$ cat config.mk
export PLATFORM = sky130hd
export DESIGN_NAME = i2c_write_arbiter
export DESIGN_NICKNAME = d
export VERILOG_FILES = /design/src/rtl/i2c_write_arbiter.sv
export SDC_FILE = /design/constraint.sdc
export NUM_CORES = 1
export LEC_CHECK = 0
export CORE_ASPECT_RATIO = 2
export CORE_MARGIN = 5
export CORE_UTILIZATION = 30
export DETAILED_ROUTE_END_ITERATION = 7
export SYNTH_ARGS = -nofsm -noshare
export SYNTH_HDL_FRONTEND = slang
export SYNTH_SLANG_ARGS = --single-unit
$ cat constraint.sdc
create_clock -name PT_CK -period 2.6 [get_ports PT_CK]
set_input_delay 0.26 -clock PT_CK [delete_from_list [all_inputs] [get_ports PT_CK]]
set_output_delay 0.26 -clock PT_CK [all_outputs]
set_load 0.005 [all_outputs]
$ cat src/rtl/i2c_write_arbiter.sv
// Shares one I2C word-write engine between two requesters: round-robin grant,
// GO/END_OK handshake, NACK retry and a per-attempt timeout with per-port status.
module i2c_write_arbiter #(
  parameter logic [7:0]  SLAVE_ADDR = 8'h80,
  parameter int unsigned GO_CYCLES  = 4,
  parameter int unsigned TIMEOUT    = 20000,
  parameter int unsigned MAX_RETRY  = 2
) (
  input  logic        PT_CK,
  input  logic        RESET,
  input  logic        REQ0_VALID,
  input  logic [7:0]  REQ0_POINTER,
  input  logic [15:0] REQ0_DATA,
  output logic        REQ0_READY,
  output logic        REQ0_DONE,
  output logic        REQ0_ERR,
  input  logic        REQ1_VALID,
  input  logic [7:0]  REQ1_POINTER,
  input  logic [15:0] REQ1_DATA,
  output logic        REQ1_READY,
  output logic        REQ1_DONE,
  output logic        REQ1_ERR,
  output logic        WR_GO,
  output logic [7:0]  WR_SLAVE_ADDRESS,
  output logic [7:0]  WR_POINTER,
  output logic [15:0] WR_WDATA16,
  input  logic        WR_END_OK,
  input  logic        WR_ACK_OK,
  output logic        BUSY,
  output logic        OWNER
);

  localparam int unsigned TMO_W = ($clog2(TIMEOUT + 1) > 16) ? $clog2(TIMEOUT + 1) : 16;
  localparam int unsigned GO_W  = ($clog2(GO_CYCLES + 1) > 1) ? $clog2(GO_CYCLES + 1) : 1;
  localparam logic [TMO_W-1:0] TMO_LAST    = TMO_W'(TIMEOUT - 1);
  localparam logic [TMO_W-1:0] TMO_MAX     = {TMO_W{1'b1}};
  localparam logic [GO_W-1:0]  GO_LAST     = GO_W'(GO_CYCLES - 1);
  localparam logic [3:0]       RETRY_LIMIT = 4'(MAX_RETRY);

  typedef enum logic [2:0] {
    ST_IDLE       = 3'd0,
    ST_GO_HI      = 3'd1,
    ST_WAIT_START = 3'd2,
    ST_XFER       = 3'd3,
    ST_CHECK      = 3'd4,
    ST_RETRY_GAP  = 3'd5
  } state_t;

  state_t            state_r;
  state_t            state_s;
  logic              grant_s;
  logic              grant_port_s;
  logic              tmo_hit_s;
  logic              go_last_s;
  logic              fin_s;
  logic              fin_err_s;
  logic              ready0_s;
  logic              ready1_s;
  logic              wr_go_s;
  logic              busy_s;

  logic [GO_W-1:0]   go_cnt_r;
  logic [TMO_W-1:0]  tmo_cnt_r;
  logic [3:0]        retry_cnt_r;
  logic              ack_q_r;
  logic              last_r;
  logic              owner_r;
  logic [7:0]        pointer_r;
  logic [15:0]       wdata_r;
  logic              ready0_r;
  logic              ready1_r;
  logic              done0_r;
  logic              done1_r;
  logic              err0_r;
  logic              err1_r;
  logic              wr_go_r;
  logic              busy_r;

  assign tmo_hit_s = (tmo_cnt_r >= TMO_LAST);
  assign go_last_s = (go_cnt_r >= GO_LAST);

  // State register.
  always_ff @(posedge PT_CK or posedge RESET) begin
    if (RESET) begin
      state_r <= ST_IDLE;
    end else begin
      state_r <= state_s;
    end
  end

  // Next-state logic, including the round-robin grant decision.
  always_comb begin
    state_s      = state_r;
    grant_s      = 1'b0;
    grant_port_s = 1'b0;
    case (state_r)
      ST_IDLE: begin
        if (WR_END_OK && REQ0_VALID && REQ1_VALID) begin
          grant_s      = 1'b1;
          grant_port_s = ~last_r;
        end else if (WR_END_OK && (REQ0_VALID || REQ1_VALID)) begin
          grant_s      = 1'b1;
          grant_port_s = REQ1_VALID;
        end else begin
          grant_s      = 1'b0;
          grant_port_s = 1'b0;
        end
        if (grant_s) begin
          state_s = ST_GO_HI;
        end else begin
          state_s = ST_IDLE;
        end
      end
      ST_GO_HI: begin
        if (go_last_s) begin
          state_s = ST_WAIT_START;
        end else begin
          state_s = ST_GO_HI;
        end
      end
      ST_WAIT_START: begin
        if (tmo_hit_s) begin
          state_s = ST_IDLE;
        end else if (!WR_END_OK) begin
          state_s = ST_XFER;
        end else begin
          state_s = ST_WAIT_START;
        end
      end
      ST_XFER: begin
        if (tmo_hit_s) begin
          state_s = ST_IDLE;
        end else if (WR_END_OK) begin
          state_s = ST_CHECK;
        end else begin
          state_s = ST_XFER;
        end
      end
      ST_CHECK: begin
        if (ack_q_r) begin
          state_s = ST_IDLE;
        end else if (retry_cnt_r < RETRY_LIMIT) begin
          state_s = ST_RETRY_GAP;
        end else begin
          state_s = ST_IDLE;
        end
      end
      ST_RETRY_GAP: begin
        state_s = ST_GO_HI;
      end
      default: begin
        state_s = ST_IDLE;
      end
    endcase
  end

  // Output decode: next values of the registered handshake and status outputs.
  always_comb begin
    fin_s     = 1'b0;
    fin_err_s = 1'b0;
    case (state_r)
      ST_WAIT_START, ST_XFER: begin
        fin_s     = tmo_hit_s;
        fin_err_s = 1'b1;
      end
      ST_CHECK: begin
        if (ack_q_r) begin
          fin_s     = 1'b1;
          fin_err_s = 1'b0;
        end else if (retry_cnt_r >= RETRY_LIMIT) begin
          fin_s     = 1'b1;
          fin_err_s = 1'b1;
        end else begin
          fin_s     = 1'b0;
          fin_err_s = 1'b0;
        end
      end
      default: begin
        fin_s     = 1'b0;
        fin_err_s = 1'b0;
      end
    endcase
    ready0_s = grant_s & ~grant_port_s;
    ready1_s = grant_s & grant_port_s;
    wr_go_s  = (state_s == ST_GO_HI);
    // BUSY stays up through the DONE cycle and falls one cycle later.
    busy_s   = (state_s != ST_IDLE) | fin_s;
  end

  // Registered outputs.
  always_ff @(posedge PT_CK or posedge RESET) begin
    if (RESET) begin
      ready0_r <= 1'b0;
      ready1_r <= 1'b0;
      done0_r  <= 1'b0;
      done1_r  <= 1'b0;
      err0_r   <= 1'b0;
      err1_r   <= 1'b0;
      wr_go_r  <= 1'b0;
      busy_r   <= 1'b0;
    end else begin
      ready0_r <= ready0_s;
      ready1_r <= ready1_s;
      done0_r  <= fin_s & ~owner_r;
      done1_r  <= fin_s & owner_r;
      err0_r   <= fin_s & fin_err_s & ~owner_r;
      err1_r   <= fin_s & fin_err_s & owner_r;
      wr_go_r  <= wr_go_s;
      busy_r   <= busy_s;
    end
  end

  // Request capture, ownership and the GO / timeout / retry / ack bookkeeping.
  always_ff @(posedge PT_CK or posedge RESET) begin
    if (RESET) begin
      pointer_r   <= 8'h00;
      wdata_r     <= 16'h0000;
      owner_r     <= 1'b0;
      last_r      <= 1'b1;
      retry_cnt_r <= 4'd0;
      go_cnt_r    <= {GO_W{1'b0}};
      tmo_cnt_r   <= {TMO_W{1'b0}};
      ack_q_r     <= 1'b0;
    end else begin
      if (grant_s) begin
        pointer_r   <= grant_port_s ? REQ1_POINTER : REQ0_POINTER;
        wdata_r     <= grant_port_s ? REQ1_DATA : REQ0_DATA;
        owner_r     <= grant_port_s;
        last_r      <= grant_port_s;
        retry_cnt_r <= 4'd0;
      end else if (state_r == ST_CHECK && !ack_q_r && retry_cnt_r < RETRY_LIMIT) begin
        retry_cnt_r <= retry_cnt_r + 4'd1;
      end else begin
        retry_cnt_r <= retry_cnt_r;
      end

      if (state_r == ST_GO_HI) begin
        go_cnt_r <= go_cnt_r + {{(GO_W-1){1'b0}}, 1'b1};
      end else begin
        go_cnt_r <= {GO_W{1'b0}};
      end

      // Timeout counts from the first GO_HI cycle of each attempt.
      if (state_r == ST_IDLE || state_r == ST_CHECK || state_r == ST_RETRY_GAP) begin
        tmo_cnt_r <= {TMO_W{1'b0}};
      end else if (tmo_cnt_r != TMO_MAX) begin
        tmo_cnt_r <= tmo_cnt_r + {{(TMO_W-1){1'b0}}, 1'b1};
      end else begin
        tmo_cnt_r <= tmo_cnt_r;
      end

      // The engine clears ACK_OK on the edge it raises END_OK, so only sample while busy.
      if (state_r == ST_GO_HI) begin
        ack_q_r <= 1'b0;
      end else if (state_r == ST_XFER && !WR_END_OK) begin
        ack_q_r <= WR_ACK_OK;
      end else begin
        ack_q_r <= ack_q_r;
      end
    end
  end

  assign REQ0_READY       = ready0_r;
  assign REQ1_READY       = ready1_r;
  assign REQ0_DONE        = done0_r;
  assign REQ1_DONE        = done1_r;
  assign REQ0_ERR         = err0_r;
  assign REQ1_ERR         = err1_r;
  assign WR_GO            = wr_go_r;
  assign WR_SLAVE_ADDRESS = SLAVE_ADDR;
  assign WR_POINTER       = pointer_r;
  assign WR_WDATA16       = wdata_r;
  assign BUSY             = busy_r;
  assign OWNER            = owner_r;

endmodule

; Word level (Yosys, flattened, before mapping)
; Cells that the tools add are included.
[word_totals]
wordCells = 89
regBits = 61
output_inout_bits = 41
in_bits = 54
[op_classes]
n_eq_ne = 7
bitwise_logic = 11
magnitude_cmp = 4
add_sub_neg = 3
n_reduce_logical = 17
n_mux = 30
[op_table]
columns = cell, count
row1 = $mux W16, 3
row2 = $pmux W3 S6, 1
row3 = $add A16 B1 Y16 const B, 1
row4 = $ge A16 B15 Y1 const B, 1
row5 = $ne A16 B16 Y1 const B, 1
row6 = $mux W3, 5
row7 = $mux W1, 14
row8 = $mux W4, 2
row9 = $mux W8, 1
row10 = $and A1 B1 Y1, 7
row11 = $eq A3 B1 Y1 const B, 2
row12 = $eq A3 B2 Y1 const B, 2
row13 = $eq A3 B3 Y1 const B, 2
row14 = $logic_and A1 B1 Y1, 6
row15 = $reduce_bool A2 Y1, 3
row16 = $add A4 B1 Y4 const B, 1
row17 = $ge A4 B2 Y1 const B, 1
row18 = $lt A4 B2 Y1 const B, 1
row19 = $mux W2, 2
row20 = $pmux W1 S2, 2
row21 = $add A3 B1 Y3 const B, 1
row22 = $ge A3 B2 Y1 const B, 1
row23 = $logic_not A3 Y1, 1
row24 = $logic_or A1 B1 Y1, 3
row25 = other kinds (5), 8

; Longest topological paths before layout
[depth]
depth_word = 9
depth_mapped = 7

; Least setup slack after synthesis
; Ideal clock, no wire load.
[synth_timing]
path_type = reg2reg
startpoint = register tmo_cnt_r[0]
endpoint = register tmo_cnt_r[9]
slack_ns = 0.859
setup_ns = 0.078
stages_incl_launch_ff = 8
arrival_time_ns = 1.662
period_less_slack_ns = 1.741
path_buffers = 2
path_cell_list = dfrtp_1 ha_1 nand4_2 nor4_2 buf_4 buf_6 o21ai_0 a21oi_1
[synth_between]
elab_chain_len = 3
elab_cells_between_ends = 5
[synth_lines]
columns = item, line
row1 = start: declaration, 63  ; logic [TMO_W-1:0] tmo_cnt_r;
row2 = start signal: assignment, 222  ; tmo_cnt_r <= {TMO_W{1'b0}};
row3 = start signal: assignment, 245  ; tmo_cnt_r <= {TMO_W{1'b0}};
row4 = start signal: assignment, 247  ; tmo_cnt_r <= tmo_cnt_r + {{(TMO_W-1){1'b0}}, 1'b1};
row5 = $add A16 B1 Y16, 247
row6 = $mux W16, 246  ; end else if (tmo_cnt_r != TMO_MAX) begin
row7 = $mux W16, 244  ; if (state_r == ST_IDLE || state_r == ST_CHECK || state_r == ST_RETRY_GAP) begin
; Parallel ways exist; a longest one is shown, timed or not. The select of a mux whose other input is x is not followed.
; A chain may end at the register's enable or synchronous reset.

; Worst setup path after layout
[layout_timing]
startpoint = register state_r[1]
endpoint = register busy_r (netlist: BUSY)
[layout_between]
elab_chain_len = 4
elab_cells_between_ends = 11
[layout_lines]
columns = item, line
row1 = start: declaration, 49  ; state_t state_r;
row2 = start signal: assignment, 87  ; state_r <= state_s;
row3 = "$eq A3 B3 Y1, or another cell as far along", 96  ; case (state_r)
row4 = $pmux W3 S6 / $reduce_or A2 Y1 (equally long branches), "96, 161"
row5 = $reduce_bool A3 Y1 / $pmux W1 S2 (equally long branches), "187, 161"
row6 = $or A1 B1 Y1 (*), 187  ; busy_s = (state_s != ST_IDLE) | fin_s;
row7 = via busy_s, 60  ; logic busy_s;
row8 = end signal: assignment, 209  ; busy_r <= busy_s;
row9 = end: declaration, 77  ; logic busy_r;
; The timed path passes the listed nets; every way through them passes the cells marked *.

==> results.tsv <==
stage	metric	value	unit
outcome	status	completed	
route	ant_nets	0	
setup_path	crit_fanout	11	
synth	yosysMostFrequentCell	dfrtp_1	
synth	yosys.area_share.xor_xnor	0.590	%
setup_path	setup.worst_path.class	reg -> reg	
route	drc	0	
clock_network	clkTransAtPathRegs	0.05	ns
job	max-cap-violations	0	
clock_network	post_cts_resized	0	
grt	grt-ovfl-total	0	
placed_design	numPortBuffers	86	
synth	yosys.area.top_type_share	50.6	%
clock_network	cts_sinks	61	
synth	yosys.area_share.adder	2.11	%
sta	max_freq	503	MHz
die	rows	51	
synth	synth_compound_gate_area_share	13.9	%
die	io_pins	95	
synth	synth_area_leaders	dfrtp_1, mux2i_1, o21ai_0	
sta	rsz0062_at_grt	no	
clock_network	postCtsSetupBuffers	0	
sta	final-setup-viol-count	0	
power	irDropWorstVdd	530	uV
finish	area_delta_synth_final	43.7	%
power	p_total	3.85	mW
finish	drive_above_1_share	6.65	%
synth	yosys-top-cells-count	dfrtp_1, nand2_1, o21ai_0, mux2i_1, a21oi_1	
grt	grt_pass1_vias	2423	
synth	synth-edff-count	0	
route	wire_per_inst	13.7	um
grt	grt_antenna_before_repair	0	
synth	yosys.area.top_type	dfrtp_1	
clock_network	cts_buffers	9	
grt	grt_pass1_wl	11600	um
route	drt_iter0_drc	97	
die	die-area	12100	um^2
clock_network	tritoncts	built	
setup_path	r2r_end	BUSY$_DFF_PP0_	
clock_network	root_buffer	clkbuf_16	
synth	async_flop_share	100	%
synth	synthCells	300	
synth	synth.area.mux_share	8.43	%
synth	synth_top_family_by_area	simple AND/OR/NAND/NOR gates	
power	cellPowerDensity	901	nW/um^2
power	power.leakage	1.84	nW
setup_path	cp-end-kind	register	
setup_path	critPathRequiredTime	2.85	ns
sta	setup_tns	0	ns
finish	nNetsFinal	447	
sta	finClkSkew	0.00414	ns
clock_network	hold_buffers	0	
die	initial_core_util	30.6	%
sta	slew-limit-headroom	26.2	%
die	die_y	151	um
setup_path	r2r_cells	4	
setup_path	r2r_start	state_r[1]$_DFF_PP0_	
sta	drv_slew	0	
sta	tightest_slew	1.10	ns
placed_design	dpl.hpwl	5420	um
worst_hold_path	hold_class	in -> async	
clock_network	htreeDepth	3	
grt	grt_start_max_net_pins	62	
setup_path	critPathArrivalTime	2.24	ns
synth	yosysUniqueCellTypes	42	
route	vias_per_cell	4.73	
synth	yosys.area_share.simple	17.7	%
synth	syn_area	2970	um^2
placed_design	gp_congestion	0.791	
synth	synthFlopType	dfrtp_1	
grt	grt_util_all_layers	12.5	%
sta	hold_viol	0	
synth	ys_ff_latch	61	
synth	yosys_warnings	0	
clock_network	clk_latency	0.32	ns
route	drt_first_pass_iters	4	
die	dieWidth	80.3	um
synth	syn_avg_cell_area	9.90	um^2
synth	synth-seq-area-share	51.5	%
sta	period_needed	1.99	ns
finish	antenna_cells	0	
sta	period_share	76.5	%
route	finalWirelength	7160	um
finish	fillers	968	
clock_network	clockBufferDepth	2	
die	core	9700	um^2
setup_path	worstSetupStartpointType	register	
route	via_count	2474	
setup_path	ff2ff_setup_slack	0.61	ns
-- worst max-delay path: stages (launching register included) --
cell and delay [ns]:
dfrtp_1 0.49, or4b_1 0.56, or4_1 0.57, o311a_4 0.21, nand4_1 0.09
-- metal layers --
| metal | part of all wire [%] | global-route usage (%) | wire length [um] | up-vias |
|---|---|---|---|---|
| met4 | 1.8 | 5.58 | 126 | 0 |
| met1 | 37 | 12.9 | 2640 | 1169 |
| met5 | 0 | 0 | 0 | - |
| met3 | 6.2 | 4.49 | 443 | 8 |
| li1 | - | - | - | 1227 |
| met2 | 55 | 22.1 | 3950 | 70 |
-- flip-flops by register name, summed over array words and instances, names as in the netlist --
signal / count
BUSY: 1
OWNER: 1
REQ0_DONE: 1
REQ0_ERR: 1
REQ0_READY: 1
REQ1_DONE: 1
REQ1_ERR: 1
REQ1_READY: 1
WR_GO: 1
WR_POINTER: 8
WR_WDATA16: 16
ack_q_r: 1
go_cnt_r: 3
last_r: 1
retry_cnt_r: 4
state_r: 3
tmo_cnt_r: 16
-- stage by stage --
step                      hold WS (ns)  area, um^2  utilization [%]  setup slack [ns]  cells
after floorplan                  0.369        2990                -             0.829    306
after global placement           0.463        3990             41.1             0.319    509
after detailed placement         0.463        3990             41.1             0.264    509
after CTS                        0.326        4270             44.0             0.609    523
after global routing             0.358        4270             44.0             0.436    523
final                            0.310        4270             44.0             0.610    523
-- worst max-delay path by stage --
stage / start / to / slack, ns / depth (start not counted)
2_1_floorplan: RESET / BUSY$_DFF_PP0_ / 0.83 / 1
3_3_place_gp: REQ0_VALID / BUSY$_DFF_PP0_ / 0.32 / 4
3_5_place_dp: REQ0_VALID / BUSY$_DFF_PP0_ / 0.26 / 4
4_1_cts: REQ0_VALID / BUSY$_DFF_PP0_ / 0.61 / 4
5_1_grt: REQ0_VALID / BUSY$_DFF_PP0_ / 0.44 / 4
6_report: state_r[1]$_DFF_PP0_ / BUSY$_DFF_PP0_ / 0.61 / 4
-- logic make-up (layout without fill, tap and decap cells) --
family / after synthesis / after routing
AND/OR/NAND/NOR: 101 / 101
AO/OA/AOI/OAI: 72 / 72
flip-flops: 61 / 61
buffers and inverters: 32 / 117
multiplexers: 25 / 25
adder cells (fa/ha/maj): 5 / 5
other: 2 / 8
XOR/XNOR: 2 / 2
-- final cells by class --
type	instances	area, um^2	share of cell area (%)
clock buffers	12	246	5.78
flip-flops and latches	61	1530	35.8
multi-input cells	213	1320	31.0
repair buffers	92	931	21.8
inverters	11	41.3	0.967
clock inverters	2	35.0	0.821
well taps	132	165	3.87
-- cell usage in the layout (no fill, tap or decap), types with 3 or more instances in the layout --
| master | instances |
|---|---|
| clkdlybuf4s50_1 | 86 |
| ha_1 | 5 |
| conb_1 | 8 |
| inv_1 | 10 |
| and3_1 | 5 |
| mux2i_1 | 25 |
| clkbuf_16 | 9 |
| nor2_1 | 10 |
| o21ai_0 | 36 |
| buf_4 | 4 |
| and2_1 | 3 |
| a21oi_1 | 18 |
| or3_1 | 6 |
| nand4_1 | 5 |
| dfrtp_1 | 60 |
| nand2_1 | 40 |
| nor3_1 | 6 |
| o31ai_1 | 6 |
| or4_1 | 9 |
| nand3_1 | 6 |
-- power breakdown --
| part | total [mW] | internal (mW) | switching, mW | leakage [nW] |
|---|---|---|---|---|
| clock | 1.14 | 0.754 | 0.384 | 0.139 |
| combinational | 1.27 | 0.697 | 0.571 | 0.903 |
| sequential | 1.44 | 1.24 | 0.197 | 0.796 |
Note: power is estimated with default switching activity, not from simulation.
